<file path="src/rtl/sdram_burst_sched_if.sv">
// Scheduler <-> SDRAM controller burst handshake: requests, acks and burst start addresses.
interface sdram_burst_sched_if #(
  parameter int ADDR_W = 22
);
  logic              sdram_wr_req;
  logic              sdram_rd_req;
  logic              sdram_wr_ack;
  logic              sdram_rd_ack;
  logic [ADDR_W-1:0] sys_wr_addr;
  logic [ADDR_W-1:0] sys_rd_addr;

  modport master (
    output sdram_wr_req, sdram_rd_req, sys_wr_addr, sys_rd_addr,
    input  sdram_wr_ack, sdram_rd_ack
  );

  modport slave (
    input  sdram_wr_req, sdram_rd_req, sys_wr_addr, sys_rd_addr,
    output sdram_wr_ack, sdram_rd_ack
  );
endinterface

</file>
<file path="src/rtl/sdram_burst_sched.sv">
// SDRAM burst request scheduler: one outstanding write/read burst, wrapping burst addresses, stored-burst level.
// Optional SDRAM_SCHED_RR_EN: round-robin write/read priority (default fixed write-first).
module sdram_burst_sched #(
  parameter int BURST_LEN = 8,
  parameter int ADDR_W    = 22,
  parameter int ADDR_MIN  = 0,
  parameter int ADDR_MAX  = 4194303,
  parameter int FIFO_W    = 9,
  parameter int RDF_DEPTH = 256
) (
  input  logic                  clk,
  input  logic                  rst_n,
  input  logic                  init_done,
  input  logic                  wr_en,
  input  logic                  rd_en,
  input  logic [FIFO_W-1:0]     wrf_usedw,
  input  logic [FIFO_W-1:0]     rdf_usedw,
  sdram_burst_sched_if.master   bus,
  output logic [ADDR_W-1:0]     level,
  output logic                  burst_err
);
  localparam int CAP   = (ADDR_MAX - ADDR_MIN + 1) / BURST_LEN;
  localparam int CNT_W = $clog2(BURST_LEN + 2);
  localparam logic [CNT_W-1:0]  CNT_MAX = CNT_W'(BURST_LEN + 1);
  localparam logic [CNT_W-1:0]  CNT_BL  = CNT_W'(BURST_LEN);
  localparam logic [FIFO_W-1:0] WRF_MIN = FIFO_W'(BURST_LEN);
  localparam logic [FIFO_W-1:0] RDF_LIM = FIFO_W'(RDF_DEPTH - BURST_LEN);
  localparam logic [ADDR_W:0]   WRAP_AT = (ADDR_W+1)'(ADDR_MAX - BURST_LEN + 1);

  typedef enum logic [2:0] {IDLE, WR_REQ, WR_BUSY, RD_REQ, RD_BUSY} state_t;

  state_t            state, state_nxt;
  logic [CNT_W-1:0]  beat_cnt;
  logic [ADDR_W-1:0] wr_addr, rd_addr;
  logic              wr_req, rd_req;
  logic              wr_ok, rd_ok, pick_wr;
  logic              done_wr, done_rd, stray_ack;
  logic [ADDR_W:0]   wr_sum, rd_sum;
  logic [ADDR_W-1:0] wr_addr_nxt, rd_addr_nxt;

  assign wr_ok = init_done & wr_en & (wrf_usedw >= WRF_MIN) & (level < ADDR_W'(CAP));
  assign rd_ok = init_done & rd_en & (level != '0) & (rdf_usedw <= RDF_LIM);

`ifdef SDRAM_SCHED_RR_EN
  // Last-served flag resets to "read" so the first contested slot goes to write.
  logic last_rd;
  assign pick_wr = wr_ok & (~rd_ok | last_rd);

  always_ff @(posedge clk or negedge rst_n)
    if (!rst_n)                                     last_rd <= 1'b1;
    else if (state == IDLE && state_nxt == WR_REQ)  last_rd <= 1'b0;
    else if (state == IDLE && state_nxt == RD_REQ)  last_rd <= 1'b1;
`else
  assign pick_wr = wr_ok;
`endif

  always_comb begin
    state_nxt = state;
    done_wr   = 1'b0;
    done_rd   = 1'b0;
    case (state)
      IDLE:    if (pick_wr) state_nxt = WR_REQ;
               else if (rd_ok) state_nxt = RD_REQ;
      WR_REQ:  if (bus.sdram_wr_ack) state_nxt = WR_BUSY;
      WR_BUSY: if (!bus.sdram_wr_ack) begin state_nxt = IDLE; done_wr = 1'b1; end
      RD_REQ:  if (bus.sdram_rd_ack) state_nxt = RD_BUSY;
      RD_BUSY: if (!bus.sdram_rd_ack) begin state_nxt = IDLE; done_rd = 1'b1; end
      default: state_nxt = IDLE;
    endcase
  end

  assign stray_ack = (bus.sdram_wr_ack & ~(state == WR_REQ || state == WR_BUSY)) |
                     (bus.sdram_rd_ack & ~(state == RD_REQ || state == RD_BUSY));

  // Extra carry bit so the wrap compare cannot overflow when ADDR_MAX fills ADDR_W.
  assign wr_sum      = {1'b0, wr_addr} + (ADDR_W+1)'(BURST_LEN);
  assign rd_sum      = {1'b0, rd_addr} + (ADDR_W+1)'(BURST_LEN);
  assign wr_addr_nxt = (wr_sum > WRAP_AT) ? ADDR_W'(ADDR_MIN) : wr_sum[ADDR_W-1:0];
  assign rd_addr_nxt = (rd_sum > WRAP_AT) ? ADDR_W'(ADDR_MIN) : rd_sum[ADDR_W-1:0];

  always_ff @(posedge clk or negedge rst_n) begin
    if (!rst_n) begin
      state     <= IDLE;
      beat_cnt  <= '0;
      wr_addr   <= ADDR_W'(ADDR_MIN);
      rd_addr   <= ADDR_W'(ADDR_MIN);
      level     <= '0;
      burst_err <= 1'b0;
      wr_req    <= 1'b0;
      rd_req    <= 1'b0;
    end else begin
      state  <= state_nxt;
      wr_req <= (state_nxt == WR_REQ);
      rd_req <= (state_nxt == RD_REQ);
      if ((state == WR_REQ && bus.sdram_wr_ack) || (state == RD_REQ && bus.sdram_rd_ack))
        beat_cnt <= CNT_W'(1);
      else if ((state == WR_BUSY && bus.sdram_wr_ack) || (state == RD_BUSY && bus.sdram_rd_ack))
        beat_cnt <= (beat_cnt == CNT_MAX) ? beat_cnt : beat_cnt + 1'b1;
      else if (done_wr || done_rd)
        beat_cnt <= '0;
      if (done_wr) begin
        wr_addr <= wr_addr_nxt;
        level   <= level + 1'b1;
      end
      if (done_rd) begin
        rd_addr <= rd_addr_nxt;
        level   <= level - 1'b1;
      end
      if (stray_ack || ((done_wr || done_rd) && beat_cnt != CNT_BL))
        burst_err <= 1'b1;
    end
  end

  assign bus.sdram_wr_req = wr_req;
  assign bus.sdram_rd_req = rd_req;
  assign bus.sys_wr_addr  = wr_addr;
  assign bus.sys_rd_addr  = rd_addr;
endmodule

</file>
<file path="src/flat_wrapper.sv">
// flat-port wrapper written by rule: the top's interface ports become plain ports
module sdram_burst_sched_flat 
#(
  parameter int BURST_LEN = 8,
  parameter int ADDR_W    = 22,
  parameter int ADDR_MIN  = 0,
  parameter int ADDR_MAX  = 4194303,
  parameter int FIFO_W    = 9,
  parameter int RDF_DEPTH = 256
)
  (clk, rst_n, init_done, wr_en, rd_en, wrf_usedw, rdf_usedw, level, burst_err, bus_sdram_wr_req, bus_sdram_rd_req, bus_sys_wr_addr, bus_sys_rd_addr, bus_sdram_wr_ack, bus_sdram_rd_ack);
  sdram_burst_sched_if #(.ADDR_W(ADDR_W)) bus_i ();
  input  logic clk;
  input  logic rst_n;
  input  logic init_done;
  input  logic wr_en;
  input  logic rd_en;
  input  logic [FIFO_W-1:0] wrf_usedw;
  input  logic [FIFO_W-1:0] rdf_usedw;
  output logic [ADDR_W-1:0] level;
  output logic burst_err;
  output wire logic [$bits(bus_i.sdram_wr_req)-1:0] bus_sdram_wr_req;
  output wire logic [$bits(bus_i.sdram_rd_req)-1:0] bus_sdram_rd_req;
  output wire logic [$bits(bus_i.sys_wr_addr)-1:0] bus_sys_wr_addr;
  output wire logic [$bits(bus_i.sys_rd_addr)-1:0] bus_sys_rd_addr;
  input wire logic [$bits(bus_i.sdram_wr_ack)-1:0] bus_sdram_wr_ack;
  input wire logic [$bits(bus_i.sdram_rd_ack)-1:0] bus_sdram_rd_ack;
  assign bus_sdram_wr_req = bus_i.sdram_wr_req;
  assign bus_sdram_rd_req = bus_i.sdram_rd_req;
  assign bus_sys_wr_addr = bus_i.sys_wr_addr;
  assign bus_sys_rd_addr = bus_i.sys_rd_addr;
  assign bus_i.sdram_wr_ack = bus_sdram_wr_ack;
  assign bus_i.sdram_rd_ack = bus_sdram_rd_ack;
  sdram_burst_sched #(.BURST_LEN(BURST_LEN), .ADDR_W(ADDR_W), .ADDR_MIN(ADDR_MIN), .ADDR_MAX(ADDR_MAX), .FIFO_W(FIFO_W), .RDF_DEPTH(RDF_DEPTH)) u_core (.clk(clk), .rst_n(rst_n), .init_done(init_done), .wr_en(wr_en), .rd_en(rd_en), .wrf_usedw(wrf_usedw), .rdf_usedw(rdf_usedw), .bus(bus_i), .level(level), .burst_err(burst_err));
endmodule
</file>
<file path="config.mk">
export PLATFORM = sky130hd
export DESIGN_NAME = sdram_burst_sched_flat
export DESIGN_NICKNAME = d
export VERILOG_FILES = /design/src/rtl/sdram_burst_sched_if.sv /design/src/rtl/sdram_burst_sched.sv /design/src/flat_wrapper.sv
export SDC_FILE = /design/constraint.sdc
export NUM_CORES = 1
export LEC_CHECK = 0
export BUFFER_PORTS_ARGS = -buffer_cell sky130_fd_sc_hd__buf_2
export CAP_MARGIN = 5
export CORE_MARGIN = 2
export CORE_UTILIZATION = 40
export CTS_BUF_LIST = sky130_fd_sc_hd__clkbuf_8
export CTS_CLUSTER_DIAMETER = 40
export DETAILED_ROUTE_END_ITERATION = 7
export GPL_TIMING_DRIVEN = 0
export SLEW_MARGIN = 20
export SYNTH_ARGS = -nofsm -noshare
export SYNTH_HDL_FRONTEND = slang
export SYNTH_SLANG_ARGS = --single-unit
</file>
<file path="constraint.sdc">
create_clock -name clk -period 4.7 [get_ports clk]
set_clock_uncertainty 0.05 [all_clocks]
set_input_delay 1.175 -clock clk [delete_from_list [all_inputs] [get_ports clk]]
set_output_delay 1.175 -clock clk [all_outputs]
set_load 0.02 [all_outputs]
</file>
# After elaboration in Yosys (flattened, before gate mapping)
# Index checks and enable logic that the tools add are counted.
# W data, S select, Z words.
# word_totals
output_inout_bits	69
inputBits	25
reg_bits	76
# classes
mux	19
n_addsub	5
n_reduce_logical	16
eq_ne	9
bitwise	11
n_lt_le_gt_ge	5
# op_table
op	count
$mux W22	4
$add A22 B4 Y23 const B	2
$gt A23 B22 Y1 const B	2
$add A22 B1 Y22 const B	1
$lt A22 B20 Y1 const B	1
$reduce_bool A22 Y1	1
$sub A22 B1 Y22 const B	1
$mux W3	6
$mux W4	4
$pmux W3 S5	1
$eq A3 B2 Y1 const B	3
$ge A9 B4 Y1 const B	1
$le A9 B8 Y1 const B	1
$and A1 B1 Y1	8
$eq A3 B1 Y1 const B	2
$logic_or A1 B1 Y1	6
$logic_and A1 B1 Y1	5
$add A4 B1 Y4 const B	1
$eq A4 B4 Y1 const B	1
$mux W1	4
$ne A4 B4 Y1 const B	1
$eq A3 B3 Y1 const B	1
$logic_not A3 Y1	1
$ne A3 B2 Y1 const B	1
other kinds (5)	6

# Longest topological paths before layout
# logic_depth
ltp_word	7
mapped_depth	14
mapped_depth_nobuf	10

# Worst setup path before layout
# OpenSTA, ideal clock, no wires.
# synth_timing
kind	input -> register
from	input bus_sdram_rd_ack
to	register u_core.level[18]
n_path_buf	4
cell_stages	14
required_time_ns	4.519
setup_ns	0.131
arrival_time_ns	3.984
slack_ns	0.535
path_cell_list	buf_6 or4b_4 buf_6 clkbuf_1 clkbuf_1 xnor2_1 ha_1 nor4_2 nand3b_1 o31ai_1 nand2_1 a2111oi_0 a31oi_1 xnor2_1
# synth_via
elab_chain_len	3
word_cells_on_any_way	4
cone_classes	mux (3); reduce/logical (1)
# synth_rtl
element	line_no	text
start, declared	flat_wrapper.sv:27	input wire logic [$bits(bus_i.sdram_rd_ack)-1:0] bus_sdram_rd_ack;
$mux W1 (*)	sdram_burst_sched.sv:67	RD_BUSY: if (!bus.sdram_rd_ack) begin state_nxt = IDLE; done_rd = 1'b1; end
$mux W1 (*)	sdram_burst_sched.sv:61	case (state)
$mux W22 / $reduce_bool A2 Y1 (equally long branches)	n/a	
end signal, assigned	sdram_burst_sched.sv:103	level <= level + 1'b1;
end signal, assigned	sdram_burst_sched.sv:107	level <= level - 1'b1;
end, declared	sdram_burst_sched.sv:19	output logic [ADDR_W-1:0] level,
# Every way passes the cells marked *; elsewhere a longest branch is shown, timed or not.
# A chain may end at the register's enable or synchronous reset.

# Final worst setup path
# Same ends and word-level chain as after synthesis.

==> results list <==
- TritonCTS Buffers: 9
- Final weighted congestion in routability-driven placement: 0.891
* Count of max-cap constraint violations: 0
* Detailed Route Iter0 Violations: 288
- #FFs+latches synth: 70
* Pwr/cell area: 491 nW/um^2
- The initialized floorplan defines 40 standard-cell rows.
* CTS sink count: 70
- In this run the static leakage power is 0.00248 uW.
- Via count: 4,859
- The design draws roughly 2900 uW.
* Launching element of the worst setup path: bus_sdram_rd_ack
* Worst slew slack as a fraction of its limit: 55.4%
- The run finished with clean final reports.
- The smallest clock period supported by the final layout is computed as 4470 ps.
- The worst setup path is launched from an input pin.
- Setup violation total in the final timing report: 0
- Adding up every negative setup slack in the final design gives 0 ps.
- Summed over its instances, the top area cell type makes up about 35% of the synthesized netlist area.
* Vias per cell: 5.55
- Unrepaired setup endpoints after global routing: false
- Entering global routing, the biggest net connects 46 pins.
* Most numerous cell in the Yosys netlist: sky130_fd_sc_hd__nand2_1
* Gate count after technology mapping: roughly 600
* Post-route DRC violation count: 0
* Share of the core filled with cells: 48.3%
- Along the worst path, the maximum fanout reaches 10.
* Post-synth top cells: sky130_fd_sc_hd__nand2_1 (83), sky130_fd_sc_hd__dfrtp_1 (70), sky130_fd_sc_hd__a21oi_1 (45), sky130_fd_sc_hd__nor3_1 (40), sky130_fd_sc_hd__o21ai_0 (39)
- After clock tree synthesis, the setup repair step added 0 buffers.
- In this run the tool buffered the top-level ports with 82 buffer cells.
* Number of placed I/O pins: 94
* Count of final hold-check violations: 0
- TritonCTS built the clock tree.
- Derived from the worst setup path, the maximum achievable clock frequency is 224 MHz.
- The worst register-to-register path begins at u_core.state[1].
* Number of global-route vias before repair: 4,552
- Source of the worst hold timing path: u_core.burst_err
- Total wire length after detailed routing: 13,500 um
* Global Route Usage Sum: 21.4%
- Placeable core region: 12,100 um^2
- Total placed instance area: roughly 5600 um^2
- Hold is met by 451 ps.
* Post-route fraction of the period consumed by the critical path: 95.1%
- Required time of the worst setup path: 4900 ps
* Average size of a mapped cell: 8.20 um^2
- NumNets Final: about 740
- In the final routed layout, each cell accounts on average for 15.4 um.
* Number of synthesized flops with an enable pin: 0
* Crit Path Category: input pin to flop
- The clock reaches the later pin of the worst-skew pair after 370 ps.
- 0 antenna diodes ended up in the layout.
* Top FF cell, synth: sky130_fd_sc_hd__dfrtp_1
- First-pass DRT Iterations: 5
- IR analysis of the VDD net gives a maximum drop of 289 uV.
- Yosys mapped the design onto 73 distinct sky130hd cell types.
- The worst hold path belongs to the class flop to flop.
* Post_cts resized: 0
- Counting along the longest clock path gives a buffer depth of 2.
* Remaining global-route overflow: 0
- Synth-to-layout area growth: 17.6%
- The count of nets left with antenna violations once routing finished came out at 0.
- DP Wirelength: 9940 um
- At the pin with the least slew margin, the transition time is 669 ps.
- The number of hold buffers added after CTS was 0.
- At the worst endpoint, the arrival time is 4670 ps.
* Die area: 13,300 um^2
- Of all flip-flops after synthesis, the portion carrying an async set or reset was 100%.
- Reg clk slew, reported paths: 70 ps
- Share of the yosys chip area belonging to registers: 35.4%
* Yosys warns: 0
- The cell area that synthesis handed to floorplanning was slightly below 5000 um^2.
- Width of the chip: 115 um
- Die Y-Extent: around 120 um
- Non-Filler Cell Area, Final: 5820 um^2
* Global-route wire length before repair: 22,500 um
* Critical Path End Type: flop
- The post-route netlist has 22.3% of its cells at a drive strength greater than 1.
- Antenna violations before repair: 0
- Yosys top cell by area: sky130_fd_sc_hd__dfrtp_1
* Cell types with the largest area share after synthesis: sky130_fd_sc_hd__dfrtp_1 (35%), sky130_fd_sc_hd__nand2_1 (6.3%), sky130_fd_sc_hd__a21oi_1 (4.5%)
- The count of final max-slew check failures is 0.
- Root buffer selected by CTS: sky130_fd_sc_hd__clkbuf_8
- Initial standard-cell utilization of the core: 41.1%
- H-tree depth reported by CTS: 3
[layer usage]
layer | GRT usage, % | share of wire, %
met5 | 0 | 0
met1 | 28.4 | 45
met4 | 8.67 | 1.8
met2 | 33.0 | 47
met3 | 5.96 | 6.7
[cells in the final DEF (no fill, tap or decap), types with 6 or more instances in the layout]
cell type	netlist	layout
sky130_fd_sc_hd__nor3_1	40	40
sky130_fd_sc_hd__nand3_1	21	21
sky130_fd_sc_hd__o22ai_1	6	6
sky130_fd_sc_hd__nand2_1	83	83
sky130_fd_sc_hd__ha_1	8	8
sky130_fd_sc_hd__o21ai_0	39	39
sky130_fd_sc_hd__conb_1	1	6
sky130_fd_sc_hd__clkbuf_8	0	11
sky130_fd_sc_hd__a21oi_1	45	45
sky130_fd_sc_hd__nand4_1	16	16
sky130_fd_sc_hd__a31oi_1	7	7
sky130_fd_sc_hd__o21ai_2	7	7
sky130_fd_sc_hd__xnor2_1	22	22
sky130_fd_sc_hd__buf_4	8	9
sky130_fd_sc_hd__dfrtp_1	70	70
sky130_fd_sc_hd__and3_1	8	8
sky130_fd_sc_hd__nor2_1	34	34
sky130_fd_sc_hd__inv_1	14	15
sky130_fd_sc_hd__nand3b_1	6	6
sky130_fd_sc_hd__or3_1	13	13
sky130_fd_sc_hd__nor4_1	11	11
sky130_fd_sc_hd__buf_2	13	94
sky130_fd_sc_hd__or2_2	6	6
sky130_fd_sc_hd__and2_1	7	7
sky130_fd_sc_hd__xor2_1	8	8
sky130_fd_sc_hd__clkbuf_1	19	19
[worst max-delay path, stage by stage]
cell                        delay, ps
sky130_fd_sc_hd__buf_6            110
sky130_fd_sc_hd__or4b_4           530
sky130_fd_sc_hd__buf_6            160
sky130_fd_sc_hd__clkbuf_1         270
sky130_fd_sc_hd__clkbuf_1         370
sky130_fd_sc_hd__xnor2_1          220
sky130_fd_sc_hd__ha_1             270
sky130_fd_sc_hd__nor4_2           250
sky130_fd_sc_hd__nand3b_1         230
sky130_fd_sc_hd__o31ai_1          250
sky130_fd_sc_hd__nand2_1          140
sky130_fd_sc_hd__a2111oi_0        410
sky130_fd_sc_hd__a31oi_1          120
sky130_fd_sc_hd__xnor2_1          150
[final timing paths]
kind,end,depth (start not counted),slack (ps)
setup / recovery,u_core.level[18],14,230
hold / removal,u_core.burst_err,2,450
setup reg to reg,u_core.level[18],14,630
hold reg to reg,u_core.burst_err,2,450
max in group asynchronous,u_core.bus.sys_wr_addr[4],2,3380
min in group asynchronous,u_core.bus.sys_wr_addr[14],1,670
[flip-flops by register name, summed over array words and instances (netlist names)]
name / count
u_core.beat_cnt: 4
u_core.burst_err: 1
u_core.bus.sdram_rd_req: 1
u_core.bus.sdram_wr_req: 1
u_core.bus.sys_rd_addr: 19
u_core.bus.sys_wr_addr: 19
u_core.level: 22
u_core.state: 3
[report_power, final]
part,internal [uW],total (uW),switching (uW)
sequential,752,976,223
combinational,510,1380,868
clock,269,508,238
[area by class of cell]
type | count | area (um^2)
Sequential cell | 70 | 1750
Tap cell | 168 | 210
Timing Repair Buffer | 83 | 440
Clock buffer | 11 | 151
Fill cell | 1175 | 6240
Inverter | 14 | 52.6
Buffer | 45 | 246
Clock inverter | 5 | 48.8
Multi-Input combinational cell | 480 | 2920
[cells by family after synthesis]
logic type | after synthesis | synth area share, %
other cells | 1 | 0.0757
compound gates | 152 | 19.8
buf+inv | 59 | 6.04
simple gates | 279 | 30.3
fa+ha+maj | 8 | 2.02
mux | 5 | 1.04
flops | 70 | 35.4
xor+xnor | 30 | 5.30
[through the flow]
stage | setup WS [ps] | instances
after CTS | 292 | 876
final | 231 | 876
after floorplan | 535 | 609
after detailed placement | -116 | 860
after global routing | 19.5 | 876
after global placement | -78.0 | 859
(Power assumes the default switching activity.)
